## src/rtl/subtractor.sv

```systemverilog
// Two-stage pipelined 32-bit unsigned subtractor: low half and its borrow in stage 1,
// high half with that borrow applied in stage 2; valid/ready on both sides, 2 ops in flight.
module subtractor (
   input  logic        clk,
   input  logic        rst_n,
   input  logic        in_valid,
   output logic        in_ready,
   input  logic [31:0] in1,
   input  logic [31:0] in2,
   output logic        out_valid,
   input  logic        out_ready,
   output logic [31:0] out,
   output logic        borrow,
   output logic        zero,
   output logic [15:0] res_cnt
);

   logic        s1_v;
   logic [15:0] s1_lo;
   logic        s1_b;
   logic [15:0] s1_a;
   logic [15:0] s1_c;
   logic        s2_v;

   logic        s2_ready;
   logic        s1_adv;
   logic        in_xfer;
   logic        out_xfer;
   logic [16:0] lo_diff;
   logic [16:0] hi_diff;

   assign s2_ready  = !s2_v || out_ready;
   assign s1_adv    = s1_v && s2_ready;
   // Combinational from out_ready: a draining stage 2 frees a slot in the same cycle.
   assign in_ready  = !s1_v || s2_ready;
   assign in_xfer   = in_valid && in_ready;
   assign out_xfer  = s2_v && out_ready;
   assign out_valid = s2_v;

   // The MSB of each 17-bit difference is the borrow out of that half.
   assign lo_diff = {1'b0, in1[15:0]} - {1'b0, in2[15:0]};
   assign hi_diff = {1'b0, s1_a} - {1'b0, s1_c} - {16'd0, s1_b};

   // rst_n is active-high here, matching the surrounding codebase.
   always_ff @(posedge clk or posedge rst_n) begin
      if (rst_n) begin
         s1_v    <= 1'b0;
         s1_lo   <= 16'd0;
         s1_b    <= 1'b0;
         s1_a    <= 16'd0;
         s1_c    <= 16'd0;
         s2_v    <= 1'b0;
         out     <= 32'd0;
         borrow  <= 1'b0;
         zero    <= 1'b0;
         res_cnt <= 16'd0;
      end else begin
         if (in_xfer) begin
            s1_v  <= 1'b1;
            s1_lo <= lo_diff[15:0];
            s1_b  <= lo_diff[16];
            s1_a  <= in1[31:16];
            s1_c  <= in2[31:16];
         end else if (s1_adv) begin
            s1_v <= 1'b0;
         end

         if (s1_adv) begin
            s2_v   <= 1'b1;
            out    <= {hi_diff[15:0], s1_lo};
            borrow <= hi_diff[16];
            zero   <= (s1_lo == 16'd0) && (hi_diff[15:0] == 16'd0);
         end else if (out_xfer) begin
            s2_v <= 1'b0;
         end

         if (out_xfer) begin
            res_cnt <= res_cnt + 16'd1;
         end
      end
   end

endmodule

```

## config.mk

```make
export PLATFORM = sky130hd
export DESIGN_NAME = subtractor
export DESIGN_NICKNAME = d
export VERILOG_FILES = /design/src/rtl/subtractor.sv
export SDC_FILE = /design/constraint.sdc
export NUM_CORES = 1
export LEC_CHECK = 0
export ABC_AREA = 1
export CORE_MARGIN = 8
export CORE_UTILIZATION = 53
export DETAILED_ROUTE_END_ITERATION = 12
export HOLD_SLACK_MARGIN = 0.12
export PLACE_DENSITY_LB_ADDON = 0.2
export SYNTH_ARGS = -nofsm -noshare
export SYNTH_HDL_FRONTEND = slang
export SYNTH_SLANG_ARGS = --single-unit
```

## constraint.sdc

```tcl
create_clock -name clk -period 4.3 [get_ports clk]
set_clock_uncertainty 0.2 [all_clocks]
set_input_delay 0.86 -clock clk [delete_from_list [all_inputs] [get_ports clk]]
set_output_delay 0.86 -clock clk [all_outputs]
set_load 0.02 [all_outputs]
```

==> results of run 1 <==
-- state kept, by name, indices dropped and copies added (netlist names) --
register	cells
s1_a	16
borrow	1
out_valid	1
zero	1
out	32
s1_b	1
res_cnt	16
s1_v	1
s1_lo	16
s1_c	16
-- critical path, stage by stage --
cell and delay, ns:
clkdlybuf4s50_1 0.52, inv_1 0.07, nand3_1 0.12, clkdlybuf4s50_1 0.62
-- cells by family after synthesis --
family / synth area share
AND/OR/NAND/NOR: 0.263
flip-flops: 0.409
buffers and inverters: 0.106
XOR/XNOR: 0.0241
AO/OA/AOI/OAI: 0.0937
adder cells (fa/ha/maj): 0.105
-- layer usage --
layer / vias up / part of all wire
met5: - / 0
met1: 2390 / 0.51
met2: 130 / 0.41
met4: 0 / 0.013
met3: 13 / 0.062
li1: 2808 / -
-- layout by cell type, fill, tap and decap left out, drive strengths merged, types with 2 or more instances in the layout --
cell type,n
clkdlybuf4s50,119
inv,153
o22ai,5
clkbuf,10
xnor2,8
bufinv,2
o21a,3
nor2,50
or2,4
dfrtp,101
nor3,4
buf,4
nand3,41
a21boi,2
a21oi,22
ha,47
nand2,255
fa,3
o21ai,60
o31ai,2
and2,3
clkinv,5
nand4,17
xor2,9
a31oi,10
-- where the power goes --
| group | switching (mW) | internal (mW) | total [mW] | leakage (nW) |
|---|---|---|---|---|
| Clock | 0.360 | 0.525 | 0.885 | 0.158 |
| Sequential | 0.141 | 1.19 | 1.33 | 1.25 |
| Combinational | 1.10 | 0.757 | 1.85 | 2.77 |
-- through the flow --
step / util / cell area (um2)
floorplan: - / 6180
detailed placement: 0.658 / 7510
finish: 0.687 / 7840
CTS: 0.687 / 7840
global route: 0.687 / 7840
global placement: 0.658 / 7510
-- worst min-delay path by stage --
stage / from / to / depth (start not counted)
floorplan: s1_lo[10] / s1_lo[10] / 2
global placement: res_cnt[15] / res_cnt[15] / 1
detailed placement: res_cnt[15] / res_cnt[15] / 1
CTS: res_cnt[15] / res_cnt[15] / 1
global route: res_cnt[15] / res_cnt[15] / 1
finish: res_cnt[15] / res_cnt[15] / 1
-- final cells by class --
| class | count | share of cell area |
|---|---|---|
| multi-input combinational | 548 | 0.383 |
| inverter | 155 | 0.0747 |
| clock buffer | 10 | 0.0305 |
| clock inverter | 6 | 0.0110 |
| tap | 143 | 0.0228 |
| sequential | 101 | 0.322 |
| timing repair buffer | 123 | 0.156 |
==> flow_metrics.tcl, run 1 <==
set metrics [dict create \
    outcome "finished clean" \
    fin_ws_ns 1.04 \
    crit_start "out_ready" \
    io_buffers 119 \
    hpwl_um 10900 \
    r2r_setup_slack_ns 1.66 \
    hold_path_class "register to register" \
    timing_hold_violations_final 0 \
    critical_path.max_fanout 3 \
    grt_pass1_wl_um 23600 \
    finalMaxSlewViolations 0 \
    pin_count 120 \
    setup_violations 0 \
    synth_warnings 0 \
    synth_nets 938 \
    rsz0062_at_grt "no" \
    cts_resized 0 \
    maxCapViolCount 0 \
    fin_crit_ns 3.26 \
    cts_root_buffer "clkbuf_16" \
    yosysSeqAreaShare 0.409 \
    hold_slack_ns 0.268 \
    ctsLongestPathBuffers 2 \
    ys_top_cells_by_area "dfrtp_1 (41%), nand2_1 (15%), ha_1 (9.5%)" \
    routed_wl_um 14000 \
    worstMarginPinSlew_ns 1.04 \
    insertion_delay_ns 0.34 \
    layout.cells.non_filler 1086 \
    place_ws_ns 1.05 \
    grt_use_met3 0.0390 \
    setup_tns_ns 0 \
    synth_edf_count 0 \
    r2r-start "s1_b" \
    required_ns 3.24 \
    startpoint_type "primary input" \
    crit_type "primary input to primary output" \
    synth.distinct_cells 39 \
    antenna_cells 0 \
    nets 1056 \
    post_drt_wl_per_cell_um 12.9 \
    fmax_mhz 307 \
    critPathArrivalTime_ns 2.20 \
    cts.htree.levels 3 \
    core_um2 11400 \
    yosys.area.top_type "dfrtp_1" \
    cts_tree "built" \
    grt.busiest_layer "met2" \
    synth_seq_cells 101 \
    gp_congestion 0.897 \
    start_util 0.541 \
    synth_flop_cell "dfrtp_1" \
    async_flop_share 1.00 \
    fill_cells 1011 \
    dr.pass1.iters 5 \
    cts_setup_buffers 0 \
    p_leak_nw 4.18 \
    die_area_um2 15400 \
    syn2layout_area_growth_pct 26.8 \
    first_global_vias 5056 \
    cts_hold_buf 0 \
    avgSynthCellArea_um2 7.54 \
    period_share 0.757 \
    path_clk_slew_ns 0.06 \
    viasPerCell 4.92 \
    p_per_area_nw_per_um2 519 \
    vias 5341 \
    die_x_um 124 \
    yosysTopAreaCellShare 0.409 \
    ant_nets 0 \
    timing.rr.end "zero" \
    endpoint "in_ready" \
    synthesis.area_um2 6180 \
    worstSetupEndpointType "primary output" \
    multi_input_area_um2 3000 \
    drive_above_1_share 0.0456 \
    relSlewSlack 0.306 \
    grtUsageMet1 0.277 \
    track_usage 0.192 \
    drc_errors 0 \
    dp_cells 1070 \
    ys_top_cells_by_count "nand2_1 (250), inv_1 (150), dfrtp_1 (101), o21ai_0 (52), ha_1 (47)" \
    vdd_drop_max_v 0.000344 \
    synth_cells 820 \
    overflow 0 \
    met2_usage 0.289 \
    cts.sinks 101 \
    seq_area_um2 2530 \
    power_mw 4.07 \
    cts_made_buffers 9 \
    synth.most_common_cell "nand2_1" \
    drt_iter0_markers 268 \
    antenna_found_initial 0 \
    fp-row-count 39 \
    die_y_um 124 \
    reg2reg_depth 12 \
    grt_max_degree 71 \
]
Note: power is estimated with default switching activity, not from simulation.
==> inputs of run 2 (changes only) <==
==> constraint.sdc (replaced) <==
create_clock -name clk -period 3 [get_ports clk]
set_clock_uncertainty 0.2 [all_clocks]
set_input_delay 0.6 -clock clk [delete_from_list [all_inputs] [get_ports clk]]
set_output_delay 0.6 -clock clk [all_outputs]
set_load 0.02 [all_outputs]
==> flow_metrics.tcl, run 2 (same netlist as run 1, synthesis figures left out) <==
set metrics [dict create \
    crit_type "primary input to primary output" \
    crit_start "out_ready" \
    crit_top_cell "clkdlybuf4s50_1" \
    fmax_mhz 366 \
    grt_use_met3 0.0331 \
    path_clk_slew_ns 0.06 \
    r2r-start "s1_b" \
    period_share 0.910 \
    met2_usage 0.279 \
    seq_area_um2 2530 \
    fin_crit_ns 2.73 \
    viasPerCell 4.89 \
    first_global_vias 5155 \
    ant_nets 0 \
    reg2reg_depth 16 \
    start_util 0.541 \
    die_x_um 124 \
    nets 1060 \
    cts.sinks 101 \
    power_mw 5.74 \
    hold_path_class "register to register" \
    relSlewSlack 0.585 \
    rsz0062_at_grt "no" \
    cts_made_buffers 9 \
    die_area_um2 15400 \
    cts_hold_buf 0 \
    outcome "finished clean" \
    antenna_found_initial 0 \
    r2r_setup_slack_ns 0.41 \
    cts_tree "built" \
    worstMarginPinSlew_ns 0.621 \
    p_per_area_nw_per_um2 729 \
    largest_register_ffs 32 \
    largest_register "out" \
    fill_cells 993 \
    vias 5328 \
    hpwl_um 11100 \
    drt_iter0_markers 321 \
    ctsLongestPathBuffers 2 \
    grt_pass1_wl_um 23800 \
    vdd_drop_max_v 0.000498 \
    layout_common_cells "nand2_1 (250), inv_1 (149), clkdlybuf4s50_1 (119), dfrtp_1 (101), o21ai_0 (52)" \
    gp_congestion 0.876 \
    required_ns 2.20 \
    layout.cells.non_filler 1089 \
    multi_input_area_um2 3000 \
    setup_tns_ns 0 \
    critical-path-top-delay-family "buffers and inverters" \
    post_drt_wl_per_cell_um 12.9 \
    dr.pass1.iters 5 \
    crit_buf_inv 3 \
    cts_root_buffer "clkbuf_16" \
    track_usage 0.192 \
    path_depth 4 \
    fp-row-count 39 \
    cts_setup_buffers 0 \
    timing.rr.end "zero" \
    whs_path_depth 1 \
    setup_violations 0 \
    critPathMaxStageDelay_ns 0.63 \
    min_from "res_cnt[15]" \
    cpMaxStageDelayCell "clkdlybuf4s50_1" \
    finalMaxSlewViolations 0 \
    startpoint_type "primary input" \
    routed_wl_um 14000 \
    layout_commonest_cell "nand2_1" \
    core_um2 11400 \
    grtUsageMet1 0.288 \
    dp_cells 1074 \
    hold_end "res_cnt[15]" \
    io_buffers 119 \
    cts_resized 0 \
    p_leak_nw 4.18 \
    insertion_delay_ns 0.34 \
    critPathArrivalTime_ns 1.93 \
    drc_errors 0 \
    critical_path.max_fanout 3 \
    antenna_cells 0 \
    cts.htree.levels 3 \
    maxCapViolCount 0 \
    pin_count 120 \
    grt_max_degree 54 \
    die_y_um 124 \
    drive_above_1_share 0.0476 \
    grt.busiest_layer "met1" \
    overflow 0 \
    worstSetupEndpointType "primary output" \
    syn2layout_area_growth_pct 27.4 \
    timing_hold_violations_final 0 \
    crit_chain "clkdlybuf4s50_1 > inv_1 > nand3_1 > clkdlybuf4s50_1" \
]
[run 2: cell count changes in the layout (fill, tap and decap cells not counted)]
cell / change
buf_12: +3
buf_4: +1
bufinv_16: -1
clkbuf_1: +1
clkbuf_8: -1
clkinv_2: -2
clkinv_4: +1
clkinvlp_4: +2
inv_4: -1
[run 2: metrics by stage]
step           cell area (um2)  utilization  worst slack [ns]  hold slack, ns
2_1_floorplan             6180            -             0.657           0.249
3_3_place_gp              7580        0.664             0.136           0.257
3_5_place_dp              7580        0.664             0.121           0.273
4_1_cts                   7870        0.690             0.260           0.284
5_1_grt                   7870        0.690             0.177           0.294
6_report                  7870        0.690             0.269           0.276
[run 2: worst register-to-register path, cell delays in order, from the launching register on]
cell and delay [ns]:
dfrtp_1 0.32, inv_1 0.06, fa_1 0.49, fa_1 0.43, inv_1 0.07, nand2_1 0.07
nand2_1 0.08, nand2_2 0.08, nand2_1 0.10, nand2_1 0.09, nand2_1 0.08, nand2_1 0.05
nand2_1 0.08, nand2_1 0.05, nor2_1 0.08, nand4_1 0.11, nand2_1 0.08
[run 2: cell type report]
class	count	share of cell area
clock buffer	10	0.0291
inverter	155	0.0745
sequential	101	0.321
multi-input combinational	548	0.381
clock inverter	5	0.00795
timing repair buffer	127	0.164
tap	143	0.0227
[run 2: power by group]
group	switching (mW)	internal, mW	leakage, nW
clock network	0.512	0.646	0.135
registers	0.211	1.70	1.25
logic	1.57	1.10	2.80
[run 2: worst max-delay path by stage]
stage	endpoint
3_3_place_gp	s1_b
4_1_cts	in_ready
2_1_floorplan	s1_b
5_1_grt	in_ready
3_5_place_dp	s1_b
6_report	in_ready
[run 2: per-layer routing]
layer / vias to the layer above / share of wire
met1: 2365 / 0.51
met4: 0 / 0.012
met3: 15 / 0.065
li1: 2816 / -
met5: - / 0
met2: 132 / 0.41
==> inputs of run 3 (changes only) <==
--- a/config.mk
+++ b/config.mk
@@ -8,6 +8,7 @@
 export ABC_AREA = 1
 export CORE_MARGIN = 8
 export CORE_UTILIZATION = 53
+export CTS_CLUSTER_SIZE = 28
 export DETAILED_ROUTE_END_ITERATION = 12
 export HOLD_SLACK_MARGIN = 0.12
 export PLACE_DENSITY_LB_ADDON = 0.2
==> results of run 3 <==
The final DEF is identical to that of run 2; final timing and power are the same.
